### config.mk
export PLATFORM = sky130hd
export DESIGN_NAME = instruction_fetch_arbiter
export DESIGN_NICKNAME = d
export VERILOG_FILES = /design/src/rtl/instruction_fetch_arbiter.sv
export SDC_FILE = /design/constraint.sdc
export NUM_CORES = 1
export LEC_CHECK = 0
export CORE_AREA = 5 5 51 53
export CTS_CLUSTER_DIAMETER = 100
export CTS_CLUSTER_SIZE = 25
export DETAILED_ROUTE_END_ITERATION = 7
export DIE_AREA = 0 0 56 58
export DONT_BUFFER_PORTS = 1
export PLACE_DENSITY = 0.84
export SETUP_SLACK_MARGIN = 0.02
export SLEW_MARGIN = 0
export SYNTH_ARGS = -nofsm -noshare
export SYNTH_HDL_FRONTEND = slang
export SYNTH_SLANG_ARGS = --single-unit
### constraint.sdc
create_clock -name clk_i -period 3.54 [get_ports clk_i]
set_input_delay 1.062 -clock clk_i [delete_from_list [all_inputs] [get_ports clk_i]]
set_output_delay 1.062 -clock clk_i [all_outputs]
set_load 0.02 [all_outputs]
### src/rtl/instruction_fetch_arbiter.sv
`default_nettype none
// ============================================================================
// Module   : instruction_fetch_arbiter
// Purpose  : Round-robin sharing of one combinational-read instruction cache
//            among NUM_REQ fetch units, one fetch in flight at a time.
// Revision : 1.0 - initial release
// ============================================================================
module instruction_fetch_arbiter #(
    parameter int NUM_REQ   = 4,
    parameter int ADDR_BITS = 8,
    parameter int WORD_BITS = 32
) (
    input  logic                           clk_i,
    input  logic                           rst_i,
    input  logic [NUM_REQ-1:0]             req_valid_i,
    input  logic [NUM_REQ*ADDR_BITS-1:0]   req_addr_i,
    output logic [NUM_REQ-1:0]             req_ready_o,
    output logic [NUM_REQ-1:0]             rsp_valid_o,
    output logic [WORD_BITS-1:0]           rsp_data_o,
    input  logic [NUM_REQ-1:0]             rsp_ready_i,
    output logic [ADDR_BITS-1:0]           cache_addr_o,
    input  logic [WORD_BITS-1:0]           cache_rd_data_i
);

    localparam int PTR_BITS = $clog2(NUM_REQ);

    typedef enum logic [0:0] {
        S_EMPTY = 1'b0,
        S_FULL  = 1'b1
    } state_t;

    state_t                 r_state;
    logic [PTR_BITS-1:0]    r_owner;
    logic [PTR_BITS-1:0]    r_ptr;
    logic [ADDR_BITS-1:0]   r_cache_addr;

    logic [ADDR_BITS-1:0]   w_addr [NUM_REQ];
    logic                   w_slot_free;
    logic                   w_found;
    logic                   w_accept;
    logic [PTR_BITS-1:0]    w_grant;
    logic [PTR_BITS-1:0]    w_next_ptr;
    logic [PTR_BITS:0]      w_idx;
    logic [NUM_REQ-1:0]     w_grant_onehot;

    generate
        for (genvar r = 0; r < NUM_REQ; r++) begin : g_unpack
            assign w_addr[r] = req_addr_i[r*ADDR_BITS +: ADDR_BITS];
        end
    endgenerate

    // The slot frees up on the same edge the held response is consumed,
    // which is what allows one fetch per cycle under back-to-back traffic.
    assign w_slot_free = (r_state == S_EMPTY) |
                         (rsp_valid_o[r_owner] & rsp_ready_i[r_owner]);

    // Scan starts at the priority pointer and wraps modulo NUM_REQ.
    always_comb begin
        w_found = 1'b0;
        w_grant = '0;
        w_idx   = '0;
        for (int i = 0; i < NUM_REQ; i++) begin
            w_idx = {1'b0, r_ptr} + (PTR_BITS+1)'(i);
            if (w_idx >= (PTR_BITS+1)'(NUM_REQ)) begin
                w_idx = w_idx - (PTR_BITS+1)'(NUM_REQ);
            end
            if (!w_found && req_valid_i[w_idx[PTR_BITS-1:0]]) begin
                w_grant = w_idx[PTR_BITS-1:0];
                w_found = 1'b1;
            end
        end
    end

    assign w_accept       = w_slot_free & w_found;
    assign w_grant_onehot = (NUM_REQ)'(1) << w_grant;
    assign w_next_ptr     = (w_grant == PTR_BITS'(NUM_REQ - 1)) ? '0 : w_grant + 1'b1;

    assign req_ready_o  = w_accept ? w_grant_onehot : '0;
    assign rsp_valid_o  = (r_state == S_FULL) ? ((NUM_REQ)'(1) << r_owner) : '0;
    assign rsp_data_o   = cache_rd_data_i;
    assign cache_addr_o = r_cache_addr;

    always_ff @(posedge clk_i or posedge rst_i) begin
        if (rst_i) begin
            r_state      <= S_EMPTY;
            r_owner      <= '0;
            r_ptr        <= '0;
            r_cache_addr <= '0;
        end else begin
            case (r_state)
                S_EMPTY: begin
                    if (w_accept) begin
                        r_cache_addr <= w_addr[w_grant];
                        r_owner      <= w_grant;
                        r_ptr        <= w_next_ptr;
                        r_state      <= S_FULL;
                    end
                end
                S_FULL: begin
                    if (w_accept) begin
                        r_cache_addr <= w_addr[w_grant];
                        r_owner      <= w_grant;
                        r_ptr        <= w_next_ptr;
                    end else if (rsp_ready_i[r_owner]) begin
                        r_state      <= S_EMPTY;
                    end
                end
                default: r_state <= S_EMPTY;
            endcase
        end
    end

endmodule
`default_nettype wire

==> results of run 1 <==
==> cell type report <==
cell class                 count  area, um^2
clock buffer                   4       26.28
fill                         201        1099
inverter                       2       7.507
multi-input combinational     85       575.6
sequential                    13       325.3
tap                           28       35.03
timing repair buffer           5       37.54
==> state kept, by name (all words and copies together), names as in the netlist <==
| name | flops |
|---|---|
| r_state | 1 |
| cache_addr_o | 8 |
| r_owner | 2 |
| r_ptr | 2 |
==> final timing paths <==
check	to	slack, ns	cells past startpoint
hold reg to reg	r_owner[0]	0.53	1
setup / recovery	req_ready_o[1]	0.39	4
max in group asynchronous	r_ptr[1]	2.51	1
min in group asynchronous	cache_addr_o[0]	0.69	1
setup reg to reg	cache_addr_o[1]	1.53	6
hold / removal	r_owner[0]	0.53	1
==> kinds of logic (layout without fill, tap and decap cells) <==
group                      Yosys count  in the layout  share of synthesized area, %
AOI/OAI and AO/OA                   50             50                         30.00
buffers and inverters               40             11                         24.21
and+or+nand+nor                     31             31                         14.84
DFF                                 13             13                         27.37
muxes                                3              3                         2.526
adders and majority gates            1              1                         1.052
==> Yosys cell counts, types with 3 or more instances <==
cell      n
buf_4    34
a21oi_1  13
dfrtp_1  13
o21ai_0   9
a211o_1   8
a22o_1    8
nand3_1   8
nand2_1   6
and2_1    3
mux2i_1   3
nor2b_1   3
o21a_1    3
==> routing by layer <==
| layer | wire length, um | up-vias | global-route usage, % |
|---|---|---|---|
| li1 | - | 411 | - |
| met1 | 1043 | 425 | 18.28 |
| met2 | 1418 | 60 | 29.72 |
| met3 | 383 | 18 | 10.47 |
| met4 | 69 | 0 | 11.19 |
| met5 | 0 | - | 0 |
==> power groups by stage <==
stage / clock, mW / sequential (mW) / combinational, mW
6_report: 0.0944 / 0.346 / 0.520
5_1_grt: 0.106 / 0.358 / 0.579
4_1_cts: 0.0956 / 0.346 / 0.522
3_5_place_dp: 0 / 0.348 / 0.521
3_3_place_gp: 0 / 0.345 / 0.501
2_1_floorplan: 0 / 0.311 / 0.511
==> metrics by stage <==
stage          std cells  hold WS [ns]  power [mW]  setup WS [ns]  cell area, um^2
4_1_cts              137        0.5313      0.9636         0.3800             1007
5_1_grt              137        0.5694       1.043         0.2640             1007
6_report             137        0.5309      0.9603         0.3862             1007
2_1_floorplan        138        0.4783      0.8218         0.2634             1189
3_5_place_dp         133        0.5123      0.8692         0.3806            980.9
3_3_place_gp         133        0.5056      0.8458         0.3972            980.9
==> flow_summary.ini, run 1 <==
[synth]
yosys_register_bits = 13
synth.top_cells.by_area = dfrtp_1 (27%), buf_4 (21%), a211o_1 (5.9%), a22o_1 (5.9%), a21oi_1 (5.5%)
syn_area_per_cell_um2 = 8.613
yosys.cell_types.count = 33
yosysTopAreaCell = dfrtp_1
async_flop_share_pct = 100.0
syn_inst = 138
synth_ff_type = dfrtp_1
ys_warn_count = 0
netlist_area_um2 = 1189
synth_edf_count = 0
yosysSeqAreaShare_pct = 27.37
syn-num-nets = 213
synthDominantCellAreaShare_pct = 27.37

[global_route]
grt_use_total_pct = 18.33
grt_overflow_total = 0
grt_antenna_before_repair = 0
grt_max_degree = 14
grt_pass1_vias = 1022
grt_pass1_wl_um = 4726

[setup_path]
worstPathRequired_ns = 2.48
crit_arrival_ns = 2.09
path_buf_inv = 0
path_delay_family = simple AND/OR/NAND/NOR gates
end_kind = output port
worst-setup-path-type = in -> out
timing.rr.start = r_ptr[1]
crit_start = rsp_ready_i[3]
path_cells = mux2i_1 -> a221o_1 -> nor3_2 -> and2b_1
crit_path_max_incr_delay_ns = 0.41
slowest_stage = a221o_1
startpoint_type = primary input
cp_max_fo = 3

[min_path]
hold_start = r_owner[0]
hp-class = reg -> reg

[clocking]
clock_latency_ns = 0.28
clockBufferDepth = 2
cts_root_buffer = clkbuf_4
cts_tree = yes
clk_pin_slew_worst_paths_ns = 0.08
cts-buffers-inserted = 3
cts_resized = 0
cts_setup_buffers = 0
htree_num_levels = 1
cts.sinks = 13
ctsHoldBuffers = 0

[sta]
rsz0062_at_grt = no
hold_viol = 0
max_slew_margin_pct = 66.26
worstMarginPinSlew_ns = 0.5055
finalCriticalPeriod_ns = 3.154
fin_skew_ns = 0.002942
period_share_pct = 89.09
setup_tns_ns = 0
setup_viol_count_final = 0
max_clock_freq_mhz = 317.1
slew_violations = 0

[pwr]
p_int_uw = 486.8
power_frac_clock_pct = 9.8
p_per_area_nw_per_um2 = 953.4
p_switching_uw = 473.4
pwr-share-comb_pct = 54.1
vdd_drop_max_uv = 449.7
p_leak_nw = 0.4688
seqPwrFrac_pct = 36.0
swShare_pct = 49.30

[drt]
vias = 914
drt_iter0_drc = 23
first_pass_iters = 4
drc_errors = 0
avgRoutedWirePerCell_um = 21.27
routed_wl_um = 2914
drtAntennaViolNets = 0
vias_per_cell = 6.672

[floorplanning]
core_area_um2 = 2106
die_h_um = 58
io-pin-count = 122
die_w_um = 56
dieArea_um2 = 3248
initial_utilization_pct = 56.45
fp-row-count = 17

[outcome]
outcome = finished, final reports clean

[cells_and_area]
layout.nets = 185
drive_gt1_share_pct = 11.01
final_cell_mix = a21oi_1 (13), dfrtp_1 (13), o21ai_0 (9)
fin_util_pct = 47.83
syn2layout_area_growth_pct = -15.26
antenna_cells = 0

[placement]
gp_congestion = 0.9105
io_buffers = 0
dp_hpwl_um = 2316

[flow_run]
maxCapViolCount = 0
Power figures use the tool's default switching activity.
==> run 2: changes to the inputs <==
- CORE_AREA: 5 5 51 53 -> 5 5 55 57
- DIE_AREA: 0 0 56 58 -> 0 0 60 62
- PLACE_DENSITY: 0.84 -> unset
- PLACE_DENSITY_LB_ADDON: unset -> 0.1
==> flow_summary.ini, run 2 (synthesis results as in run 1) <==
[outcome]
outcome = finished, final reports clean

[clocking]
cts_setup_buffers = 0
cts.sinks = 13
clock_latency_ns = 0.28
cts_tree = yes
cts_root_buffer = clkbuf_4
clockBufferDepth = 2
htree_num_levels = 1
cts-buffers-inserted = 3
ctsHoldBuffers = 0
cts_resized = 0
clk_pin_slew_worst_paths_ns = 0.09

[drt]
drtAntennaViolNets = 0
vias_per_cell = 6.619
drt_iter0_drc = 33
routed_wl_um = 3041
first_pass_iters = 4
drc_errors = 0
avgRoutedWirePerCell_um = 21.88
vias = 920

[floorplanning]
io-pin-count = 122
die_h_um = 62
core_area_um2 = 2432
initial_utilization_pct = 48.87
die_w_um = 60
fp-row-count = 18
dieArea_um2 = 3720

[sta]
period_share_pct = 89.66
hold_ws_ns = 0.5468
setup_ws_ns = 0.3662
rsz0062_at_grt = no
setup_viol_count_final = 0
worstMarginPinSlew_ns = 0.5305
setup_tns_ns = 0
slew_violations = 0
max_slew_margin_pct = 64.59
hold_viol = 0
finalCriticalPeriod_ns = 3.174
fin_skew_ns = 0.006900
max_clock_freq_mhz = 315.1

[global_route]
grt_pass1_vias = 969
grt_max_degree = 14
grt_antenna_before_repair = 0
grt_use_total_pct = 16.64
grt_pass1_wl_um = 4623
grt_overflow_total = 0

[setup_path]
crit_arrival_ns = 2.11
cp_max_fo = 3
crit_path_max_incr_delay_ns = 0.40
startpoint_type = primary input
path_buf_inv = 0
path_cells = mux2i_1 -> a221o_1 -> nor3_2 -> and2b_1
end_kind = output port
path_delay_family = simple AND/OR/NAND/NOR gates
worst-setup-path-type = in -> out
slowest_stage = a221o_1
worstPathRequired_ns = 2.48

[placement]
io_buffers = 0
place_inst = 135
dp_hpwl_um = 2438
dpl_cell_area_um2 = 983.4
gp_congestion = 0.7867
post-place-ws_ns = 0.3630

[cells_and_area]
layout.nets = 185
final_cell_mix = a21oi_1 (13), dfrtp_1 (13), o21ai_0 (9)
syn2layout_area_growth_pct = -15.05
filler_cell_count = 252
drive_gt1_share_pct = 11.01
postLayoutCellArea_um2 = 1010
antenna_cells = 0
fin_util_pct = 41.51
largest_register_ffs = 8
stdcell_count = 139

[pwr]
power_frac_clock_pct = 9.9
seqPwrFrac_pct = 36.0
swShare_pct = 49.04
pwr-share-comb_pct = 54.1
p_leak_nw = 0.4688
p_switching_uw = 467.9
vdd_drop_max_uv = 454.5
power.total_uw = 954.1
p_int_uw = 486.2
p_per_area_nw_per_um2 = 945.0

[min_path]
hp-class = reg -> reg

[flow_run]
maxCapViolCount = 0
-- run 2: cell counts in the layout (fill, tap and decap cells not counted) --
No cell type changed its count.
-- run 2: power groups by stage --
stage | Sequential [mW] | Combinational, mW | Clock, mW
6_report | 0.344 | 0.516 | 0.0941
5_1_grt | 0.356 | 0.573 | 0.108
4_1_cts | 0.345 | 0.524 | 0.100
3_5_place_dp | 0.346 | 0.523 | 0
3_3_place_gp | 0.348 | 0.513 | 0
2_1_floorplan | 0.311 | 0.511 | 0
-- run 2: final timing paths --
kind / startpoint / to / slack, ns / cells after the start
hold / removal: r_owner[0] / r_owner[0] / 0.55 / 1
min in group asynchronous: rst_i / cache_addr_o[0] / 0.70 / 1
max in group asynchronous: rst_i / cache_addr_o[3] / 2.48 / 1
hold reg to reg: r_owner[0] / r_owner[0] / 0.55 / 1
setup / recovery: rsp_ready_i[3] / req_ready_o[1] / 0.37 / 4
setup reg to reg: r_ptr[1] / cache_addr_o[7] / 1.52 / 6
-- run 2: area by class of cell --
cell class	count	area, um^2	area share (%)
inverter	2	7.507	0.7435
sequential	13	325.3	32.22
multi-input combinational	85	575.6	57.00
clock buffer	4	26.28	2.602
timing repair buffer	5	37.54	3.717
tap	30	37.54	3.717
-- run 2: per-layer routing --
metal  wire length (um)  global-route usage [%]  vias up
met1               1130                   20.03      429
li1                   -                       -      415
met2               1412                   25.62       72
met4                 17                   6.013        0
met5                  0                       0        -
met3                480                   8.471        4
